===== config.mk =====
export PLATFORM = sky130hd
export DESIGN_NAME = fetch_unit
export DESIGN_NICKNAME = d
export VERILOG_FILES = /design/src/rtl/fetch_unit.sv
export SDC_FILE = /design/constraint.sdc
export NUM_CORES = 1
export LEC_CHECK = 0
export CAP_MARGIN = 20
export CORE_ASPECT_RATIO = 0.5
export CORE_MARGIN = 1.5
export CORE_UTILIZATION = 48
export CTS_BUF_LIST = sky130_fd_sc_hd__clkbuf_8
export CTS_CLUSTER_DIAMETER = 100
export CTS_CLUSTER_SIZE = 24
export DETAILED_ROUTE_END_ITERATION = 6
export PLACE_DENSITY = 0.84
export SYNTH_ARGS = -nofsm -noshare
export SYNTH_HDL_FRONTEND = slang
export SYNTH_SLANG_ARGS = --single-unit

===== constraint.sdc =====
create_clock -name clk -period 2.34 [get_ports clk]
set_input_delay 0.351 -clock clk [delete_from_list [all_inputs] [get_ports clk]]
set_output_delay 0.351 -clock clk [all_outputs]
set_load 0.03 [all_outputs]

===== src/rtl/fetch_unit.sv =====
// rtl/fetch_unit.sv - single-outstanding instruction fetch front end between PC unit, instruction memory and decode
// Define FETCH_TIMEOUT_EN to bound the WAIT state by TIMEOUT_CYCLES and fault the fetch on expiry.
module fetch_unit #(
    parameter int ADDR_WIDTH     = 32,
    parameter int DATA_WIDTH     = 32,
    parameter int TIMEOUT_CYCLES = 255
) (
    input  logic                  clk,
    input  logic                  rst,
    input  logic                  fetch_valid,
    output logic                  fetch_ready,
    input  logic [ADDR_WIDTH-1:0] fetch_addr,
    input  logic                  flush,
    output logic                  mem_req_valid,
    input  logic                  mem_req_ready,
    output logic [ADDR_WIDTH-1:0] mem_req_addr,
    input  logic                  mem_resp_valid,
    input  logic [DATA_WIDTH-1:0] mem_resp_data,
    output logic                  instr_valid,
    input  logic                  instr_ready,
    output logic [DATA_WIDTH-1:0] instr_data,
    output logic [ADDR_WIDTH-1:0] instr_pc,
    output logic                  instr_fault
);
    typedef enum logic [1:0] {IDLE, REQ, WAIT, HOLD} state_t;

    state_t                state;
    logic [ADDR_WIDTH-1:0] pc_q;
    logic                  discard;

    if (TIMEOUT_CYCLES < 1) begin : g_bad_timeout
        $error("TIMEOUT_CYCLES must be at least 1");
    end

`ifdef FETCH_TIMEOUT_EN
    localparam int CNT_RAW = $clog2(TIMEOUT_CYCLES + 1);
    localparam int CNT_W   = (CNT_RAW < 8) ? 8 : CNT_RAW;

    logic [CNT_W-1:0] wait_cnt;
    logic             timeout;

    assign timeout = (wait_cnt == CNT_W'(TIMEOUT_CYCLES - 1));
`endif

    always_ff @(posedge clk) begin
        if (rst) begin
            state         <= IDLE;
            fetch_ready   <= 1'b1;
            mem_req_valid <= 1'b0;
            mem_req_addr  <= '0;
            instr_valid   <= 1'b0;
            instr_data    <= '0;
            instr_pc      <= '0;
            instr_fault   <= 1'b0;
            discard       <= 1'b0;
            pc_q          <= '0;
`ifdef FETCH_TIMEOUT_EN
            wait_cnt      <= '0;
`endif
        end else begin
            case (state)
                IDLE: begin
                    // A set discard here only comes from a timed-out fetch whose response is still owed.
                    if (discard && mem_resp_valid) begin
                        discard     <= 1'b0;
                        fetch_ready <= 1'b1;
                    end
                    if (fetch_valid && !flush && !discard) begin
                        pc_q        <= fetch_addr;
                        fetch_ready <= 1'b0;
                        if (fetch_addr[1:0] != 2'b00) begin
                            state       <= HOLD;
                            instr_valid <= 1'b1;
                            instr_fault <= 1'b1;
                            instr_data  <= '0;
                            instr_pc    <= fetch_addr;
                        end else begin
                            state         <= REQ;
                            mem_req_valid <= 1'b1;
                            mem_req_addr  <= fetch_addr;
                        end
                    end
                end
                REQ: begin
                    if (flush) discard <= 1'b1;
                    if (mem_req_ready) begin
                        state         <= WAIT;
                        mem_req_valid <= 1'b0;
`ifdef FETCH_TIMEOUT_EN
                        wait_cnt      <= '0;
`endif
                    end
                end
                WAIT: begin
                    if (mem_resp_valid) begin
                        if (discard || flush) begin
                            state       <= IDLE;
                            discard     <= 1'b0;
                            fetch_ready <= 1'b1;
                        end else begin
                            state       <= HOLD;
                            instr_valid <= 1'b1;
                            instr_data  <= mem_resp_data;
                            instr_pc    <= pc_q;
                            instr_fault <= 1'b0;
                        end
                    end else begin
                        if (flush) discard <= 1'b1;
`ifdef FETCH_TIMEOUT_EN
                        if (timeout) begin
                            // The response is still owed; keep discard set so it is dropped on arrival.
                            discard <= 1'b1;
                            if (discard || flush) begin
                                state <= IDLE;
                            end else begin
                                state       <= HOLD;
                                instr_valid <= 1'b1;
                                instr_fault <= 1'b1;
                                instr_data  <= '0;
                                instr_pc    <= pc_q;
                            end
                        end else begin
                            wait_cnt <= wait_cnt + 1'b1;
                        end
`endif
                    end
                end
                HOLD: begin
                    if (discard && mem_resp_valid) discard <= 1'b0;
                    if (flush || instr_ready) begin
                        state       <= IDLE;
                        instr_valid <= 1'b0;
                        fetch_ready <= !discard || mem_resp_valid;
                    end
                end
                default: state <= IDLE;
            endcase
        end
    end

    resp_only_when_expected: assert property (@(posedge clk) disable iff (rst)
        mem_resp_valid |-> (state == WAIT || discard));

endmodule


Word level (Yosys, flattened, before mapping)
Index checks and enable logic that the tools add are counted.
{ "word_totals": {"regBits": 135, "input_bits": 71, "out_inout_bits": 100} }
{ "classes": {"eq_ne": 14, "n_mux": 41, "bitwise_logic": 1, "n_reduce_logical": 22} }
{ "ops": {"columns": ["cell", "n"], "rows": [
  ["two-way mux 32 bit", 8],
  ["one-hot mux 32 bit (2 select lines)", 2],
  ["two-way mux 1 bit", 19],
  ["inequality test 2 bit (second input constant)", 8],
  ["two-way mux 2 bit", 6],
  ["AND reduction 5 bit", 2],
  ["one-hot mux 1 bit (3 select lines)", 3],
  ["one-hot mux 2 bit (4 select lines)", 1],
  ["AND reduction 4 bit", 2],
  ["inequality test 3 bit (second input constant)", 2],
  ["AND reduction 6 bit", 1],
  ["nonzero test 2 bit", 3],
  ["== test 2 bit (second input constant)", 2],
  ["one-hot mux 1 bit (2 select lines)", 2],
  ["AND reduction 2 bit", 2],
  ["logical AND 1 bit", 3],
  ["logical OR 1 bit", 3],
  ["AND reduction 3 bit", 1],
  ["nonzero test 3 bit", 1],
  ["== test 2 x 1 -> 1 bit (second input constant)", 1],
  ["zero test 1 bit", 2],
  ["zero test 2 bit", 1],
  ["inequality test 2 x 1 -> 1 bit (second input constant)", 1],
  ["OR reduction 2 bit", 1],
  ["NOT 1 bit", 1]
]} }

Logic depth before layout (Yosys ltp)
Gate-level depths: netlist of the first run.
{ "logic_depth": {"word_depth": 5, "ltp_mapped": 9, "ltp_nobuf": 6} }

Worst setup path before layout of the first run
Ideal clock, no wire load.
{ "synth_path": {"kind": "register to register", "start": "register state[0]", "end": "register instr_pc[10]", "arrival_ns": 1.862, "required_time_ns": 2.254, "setup_slack_ns": 0.393, "path_stages_with_launch": 10, "path_buffers": 3, "synth_period_minus_slack_ns": 1.947, "path_cell_list": "dfxtp_1 inv_1 ha_1 buf_2 or3b_1 a21oi_1 buf_2 buf_2 a21oi_1 a211oi_1"} }
{ "synth_between": {"elab_chain_cells": 3} }
{ "synth_rtl": {"columns": ["item", "line_no", "rtl"], "rows": [
  ["start: declaration", "27", "state_t state;"],
  ["start signal: assignment", "47", "state <= IDLE;"],
  ["start signal: assignment", "72", "state <= HOLD;"],
  ["start signal: assignment", "78", "state <= REQ;"],
  ["== test 2 bit / zero test 2 bit (equally long branches)", "61", "case (state)"],
  ["inequality test 2 bit (no line) / nonzero test 2 bit (equally long branches)", null, null],
  ["AND reduction 5 bit (no line)", null, null],
  ["end signal: assignment", "76", "instr_pc <= fetch_addr;"],
  ["end signal: assignment", "104", "instr_pc <= pc_q;"],
  ["end: declaration", "22", "output logic [ADDR_WIDTH-1:0] instr_pc,"]
]} }
Parallel ways exist; a longest one is shown, timed or not.
A chain may end at the register's enable or synchronous reset.

Worst setup path in the final report of the first run
{ "layout_path": {"start": "register state[0]", "end": "register instr_pc[0]"} }
The elaborated chain is that of the path after synthesis.

==> impl_metrics.json, run 1 <==
{
  "grt-ovfl-total": 0,
  "cts_max_level": 4,
  "io_pins": 171,
  "status": "complete, but fails checks",
  "ys_top_cells_by_area": "dfxtp_1 50%, a21oi_1 12%, nand2_1 8.9%, mux2i_1 5.9%, a211oi_1 4.9%",
  "cts_root_buf": "clkbuf_8",
  "netlist_area_um2": 5410,
  "critPathLaunchType": "flop",
  "grt_pass1_wl_um": 24900,
  "ys.flop_type": "dfxtp_1",
  "io_buffers": 170,
  "vdd_drop_max_v": 0.000903,
  "regArea_um2": 2700,
  "nFillCells": 834,
  "r2r_start": "state[0]",
  "cp_max_fo": 44,
  "worstPathArrival_ns": 2.36,
  "syn2layout_area_growth_pct": 43.9,
  "avgSynthCellArea_um2": 8.49,
  "report.power.total_uw": 10200,
  "worst_pin_slew_ns": 0.541,
  "antenna_found_initial": 0,
  "num_vias": 5224,
  "crit_start": "state[0]",
  "synth_nets": 715,
  "rsz0062_at_grt": "no",
  "drive_above_1_share_pct": 7.99,
  "yosysWarningCount": 0,
  "wl_per_cell_um": 16.1,
  "fin_area_um2": 7790,
  "leakagePower_uw": 0.00264,
  "cts_buffers": 17,
  "viasPerCell": 5.52,
  "drc": 12,
  "slew_violations": 0,
  "hold_start": "rst",
  "ys_async_sr_fraction_pct": 0,
  "synth_top_cell_by_area": "dfxtp_1",
  "dp_slack_ns": -0.00321,
  "holdBufCountCts": 0,
  "yosysUniqueCellTypes": 34,
  "final_hold_viol_count": 0,
  "cellPowerDensity_nw_per_um2": 1310,
  "grt_pass1_vias": 4961,
  "syn-instance-count": 638,
  "synth_top_area_share_pct": 49.9,
  "core_um2": 11000,
  "path_cells": "inv_1 -> ha_2 -> buf_4 -> nand2b_1 -> a21oi_4 -> buf_12 -> a21oi_1 -> a211oi_1",
  "grt_max_degree": 54,
  "routed_wirelength_um": 15300,
  "final_nets": 865,
  "drt_iter0_markers": 368,
  "cpPeakStageDelay_ns": 0.40,
  "final-setup-viol-count": 0,
  "worst_setup_path_end_kind": "flop",
  "crit_required_ns": 2.66,
  "die_h_um": 78.1,
  "post-route-min-period_ns": 2.04,
  "dpl.hpwl_um": 9990,
  "initial_core_util_pct": 49.3,
  "post_cts_buffers": 0,
  "cap_viol_max_count": 0,
  "clk_latency_ns": 0.43,
  "gp_congestion": 0.889,
  "setup_slack_ns": 0.303,
  "postPlaceCellArea_um2": 7330,
  "clk_transition_reported_paths_ns": 0.07,
  "final_util_pct": 71.0,
  "critPathKind": "reg -> reg",
  "grt_usage_pct": 25.9,
  "synth_edf_count": 0,
  "ys_seq_elements": 135,
  "fin_skew_ns": 0.00923,
  "die_w_um": 153,
  "multi_input_area_um2": 2490,
  "cts_sinks": 135,
  "cts_tree": "yes",
  "slew_headroom_pct": 63.8,
  "ant_nets": 0,
  "fp-row-count": 27,
  "cts_resized": 0,
  "clk_path_buf_depth": 2,
  "violations": "DRC",
  "hp-class": "in -> reg",
  "cpMaxStageDelayCell": "dfxtp_1",
  "ys_seq_area_share_pct": 49.9,
  "fin_crit_sh_pct": 87.0,
  "dieArea_um2": 12000,
  "fmaxAchievable_ghz": 0.491,
  "first_pass_iters": 7,
  "n_antenna_cell": 0
}
-- cells in the mapped netlist, types with 2 or more instances --
cell type    n
dfxtp_1    135
a21oi_1    134
nand2_1    128
clkbuf_1    42
a211oi_1    35
o21ai_0     35
mux2i_1     32
nand4_1     32
buf_2       19
ha_1         6
nor2_1       6
nor3b_1      4
inv_1        3
nand2b_1     3
nor2b_1      3
nor3_1       2
o31ai_1      2
-- registers in the layout, indices dropped and copies added, names as in the netlist --
signal and count:
instr_data 32, instr_pc 32, mem_req_addr 32, pc_q 32
state 2, discard 1, fetch_ready 1, instr_fault 1
instr_valid 1, mem_req_valid 1
-- critical path: cells and delay by family (launching register included) --
kind                     cells  cell delay, ns
flip-flops                   1            0.40
adder cells (fa/ha/maj)      1            0.22
AO/OA/AOI/OAI                3            0.55
buffers and inverters        3            0.54
AND/OR/NAND/NOR              1            0.22
-- cell type report --
| class | instances | share of cell area [%] |
|---|---|---|
| timing repair buffer | 192 | 24.9 |
| multi-input combinational | 439 | 32.0 |
| clock buffer | 19 | 3.36 |
| sequential | 135 | 34.7 |
| clock inverter | 13 | 2.59 |
| tap | 145 | 2.33 |
| inverter | 3 | 0.145 |
-- path summary, 6_finish.rpt --
| check | slack (ns) | to | cells after the start |
|---|---|---|---|
| setup / recovery | 0.30 | instr_pc[0] | 8 |
| hold / removal | 0.36 | instr_data[16] | 2 |
| hold reg to reg | 0.45 | pc_q[14] | 2 |
| setup reg to reg | 0.30 | instr_pc[0] | 8 |
-- metrics by stage --
step / setup TNS, ns / hold WS (ns) / cells
floorplan: 0 / 0.436 / 638
global placement: 0 / 0.441 / 914
detailed placement: -0.00321 / 0.446 / 914
CTS: 0 / 0.330 / 946
global route: 0 / 0.337 / 946
finish: 0 / 0.362 / 946
-- report_power, final --
part,switching (uW),internal (uW),total [uW]
Sequential,262,2760,3020
Combinational,3020,1910,4930
Clock,902,1320,2220
-- layout by cell type (no fill, tap or decap), drive strengths merged, types with 2 or more instances in the layout --
master         netlist  final
clkinvlp             0      2
buf                 19     23
bufinv               0      5
nor2                 6      6
ha                   6      6
nand4               32     32
a21oi              134    134
nand2              128    128
o21ai               36     36
or3b                 2      2
nor3                 2      2
clkdlybuf4s50        0    169
clkinv               0      4
dfxtp              135    135
o31ai                2      2
nor2b                3      3
nand2b               3      3
clkbuf              42     19
inv                  3      5
mux2i               32     32
a211oi              35     35
nor3b                4      4
-- kinds of logic (layout without fill, tap and decap cells) --
| kind of cell | after synthesis | after routing | synth area share, % |
|---|---|---|---|
| AO/OA/AOI/OAI | 213 | 213 | 22.0 |
| adder cells (fa/ha/maj) | 6 | 6 | 1.39 |
| buffers and inverters | 64 | 227 | 4.88 |
| flip-flops | 135 | 135 | 49.9 |
| multiplexers | 32 | 32 | 5.92 |
| AND/OR/NAND/NOR | 188 | 188 | 15.9 |
-- per-layer routing --
layer  track usage (%)  wire length (um)  vias up
li1                  -                 -     2551
met1              33.2              6890     2472
met2              42.8              7250      176
met3              5.47               872       25
met4              11.1               260        0
met5                 0                 0        -
No activity file was read; power rests on OpenSTA's default activity.
==> run 2: changes to the inputs <==
--- a/config.mk
+++ b/config.mk
@@ -13,6 +13,7 @@
 export CTS_CLUSTER_DIAMETER = 100
 export CTS_CLUSTER_SIZE = 24
 export DETAILED_ROUTE_END_ITERATION = 6
+export GPL_ROUTABILITY_DRIVEN = 0
 export PLACE_DENSITY = 0.84
 export SYNTH_ARGS = -nofsm -noshare
 export SYNTH_HDL_FRONTEND = slang
==> results of run 2 <==
The final DEF is identical to that of run 1; final timing and power are the same.
==> run 3: changes to the inputs <==
==> config.mk (replaced) <==
export PLATFORM = sky130hd
export DESIGN_NAME = fetch_unit
export DESIGN_NICKNAME = d
export VERILOG_FILES = /design/src/rtl/fetch_unit.sv
export SDC_FILE = /design/constraint.sdc
export NUM_CORES = 1
export LEC_CHECK = 0
export CAP_MARGIN = 20
export CORE_ASPECT_RATIO = 0.5
export CORE_MARGIN = 5
export CORE_UTILIZATION = 46
export CTS_CLUSTER_DIAMETER = 100
export CTS_CLUSTER_SIZE = 24
export DETAILED_ROUTE_END_ITERATION = 6
export PLACE_DENSITY = 0.81
export SYNTH_ARGS = -nofsm -noshare
export SYNTH_HDL_FRONTEND = slang
export SYNTH_SLANG_ARGS = --single-unit
==> impl_metrics.json, run 3 (synthesis results as in run 1) <==
{
  "status": "finished, final reports clean",
  "core_um2": 11700,
  "slew_violations": 0,
  "final_nets": 862,
  "clk_latency_ns": 0.40,
  "cellPowerDensity_nw_per_um2": 1340,
  "cts_sinks": 135,
  "viasPerCell": 5.41,
  "wl_per_cell_um": 16.2,
  "hp-class": "reg -> reg",
  "reg2regPathDepth": 6,
  "num_vias": 5214,
  "cts_tree": "yes",
  "grt_pass1_vias": 4934,
  "ant_nets": 0,
  "cts_root_buf": "clkbuf_16",
  "antenna_found_initial": 0,
  "clk_path_buf_depth": 2,
  "drive_above_1_share_pct": 7.64,
  "drt_iter0_markers": 499,
  "routed_wirelength_um": 15600,
  "leakagePower_uw": 0.00269,
  "reg2reg_to": "pc_q[25]",
  "clockPowerShare_pct": 26.2,
  "dieArea_um2": 14200,
  "rsz0062_at_grt": "no",
  "die_h_um": 86.7,
  "setup_tns_ns": 0,
  "final_hold_viol_count": 0,
  "cap_viol_max_count": 0,
  "clk_transition_reported_paths_ns": 0.06,
  "dpl.hpwl_um": 10100,
  "final_util_pct": 68.2,
  "fp-row-count": 28,
  "nFillCells": 911,
  "crit_start": "state[0]",
  "p_int_uw": 6410,
  "io_buffers": 170,
  "slew_headroom_pct": 60.3,
  "holdBufCountCts": 0,
  "fmaxAchievable_ghz": 0.462,
  "mostFrequentLayoutCell": "clkdlybuf4s50_1",
  "post_cts_buffers": 0,
  "drc": 0,
  "r2r_setup_slack_ns": 0.18,
  "p_sw_share_pct": 39.8,
  "n_antenna_cell": 0,
  "worst_pin_slew_ns": 0.596,
  "io_pins": 171,
  "cp_max_fo": 32,
  "crit_required_ns": 2.66,
  "worstPathArrival_ns": 2.49,
  "grt-ovfl-total": 0,
  "fin_skew_ns": 0.00689,
  "p_comb_share_pct": 45.4,
  "final-setup-viol-count": 0,
  "grt_max_degree": 54,
  "gp_congestion": 0.834,
  "syn2layout_area_growth_pct": 47.0,
  "grt_pass1_wl_um": 25000,
  "pwr-share-seq_pct": 28.3,
  "cts_resized": 0,
  "mostFrequentLayoutCells": "169 x clkdlybuf4s50_1, 135 x dfxtp_1, 133 x a21oi_1, 128 x nand2_1",
  "first_pass_iters": 5,
  "vdd_drop_max_v": 0.000919,
  "initial_core_util_pct": 46.4,
  "cp-endpoint": "pc_q[25]",
  "critPathKind": "reg -> reg",
  "switchingPower_uw": 4230,
  "cts_buffers": 17,
  "grt_usage_pct": 21.9,
  "die_w_um": 163,
  "r2r_start": "state[0]",
  "critPathLaunchType": "flop",
  "cts_max_level": 4,
  "worst_setup_path_end_kind": "flop",
  "holdWs_ns": 0.454,
  "fin_crit_sh_pct": 92.4,
  "post-route-min-period_ns": 2.16
}
## run 3: cell types whose count changed in the layout (fill, tap and decap cells not counted), sizes merged
cell,delta
inv,-1
buf,-3
bufinv,-2
clkinv,-2
clkinvlp,+2
clkbuf,+3
## run 3: cell type report
cell class,instances,area (um2),area share (%)
clock buffers,22,484,6.08
well taps,165,206,2.59
inverters,3,11.3,0.141
multi-input cells,439,2490,31.3
clock inverters,10,143,1.79
flip-flops and latches,135,2700,34.0
repair buffers,189,1920,24.1
## run 3: critical path: stages (launching register included)
cell,delay (ns)
dfxtp_1,0.36
inv_1,0.12
ha_1,0.51
nor4bb_4,0.40
buf_4,0.39
nand2_1,0.13
a21oi_1,0.16
## run 3: power by group through the flow
stage               clock network (uW)  logic (uW)  registers, uW
floorplan                            0        2370           3750
global placement                     0        4780           3050
detailed placement                   0        4840           3060
CTS                               2830        4870           3010
global route                      2960        5200           3070
finish                            2790        4840           3020
## run 3: per-layer routing
| layer | up-vias | routed length [um] | global-route usage (%) | share of wire (%) |
|---|---|---|---|---|
| met5 | - | 0 | 0 | 0 |
| met2 | 134 | 7780 | 38.1 | 50 |
| li1 | 2559 | - | - | - |
| met1 | 2491 | 6750 | 26.4 | 43 |
| met3 | 30 | 744 | 5.42 | 4.8 |
| met4 | 0 | 305 | 8.68 | 2.0 |
## run 3: how the worst min path moves through the flow
stage                           to  depth (start not counted)     start  slack [ns]
detailed placement        pc_q[19]                          2  pc_q[19]        0.45
global route        instr_data[22]                          2       rst        0.46
CTS                 instr_data[12]                          2       rst        0.44
floorplan                  pc_q[0]                          2   pc_q[0]        0.44
global placement          pc_q[27]                          2  pc_q[27]        0.44
finish                    pc_q[21]                          2  pc_q[21]        0.45
## run 3: stage by stage
step                setup WS, ns  total power [uW]  instances  instance area (um2)
finish                     0.177             10600        963                 7960
global placement          0.0887              7820        931                 7330
global route              0.0207             11200        963                 7960
floorplan                  0.393              6110        638                 5410
CTS                        0.193             10700        963                 7960
detailed placement        0.0965              7890        931                 7330
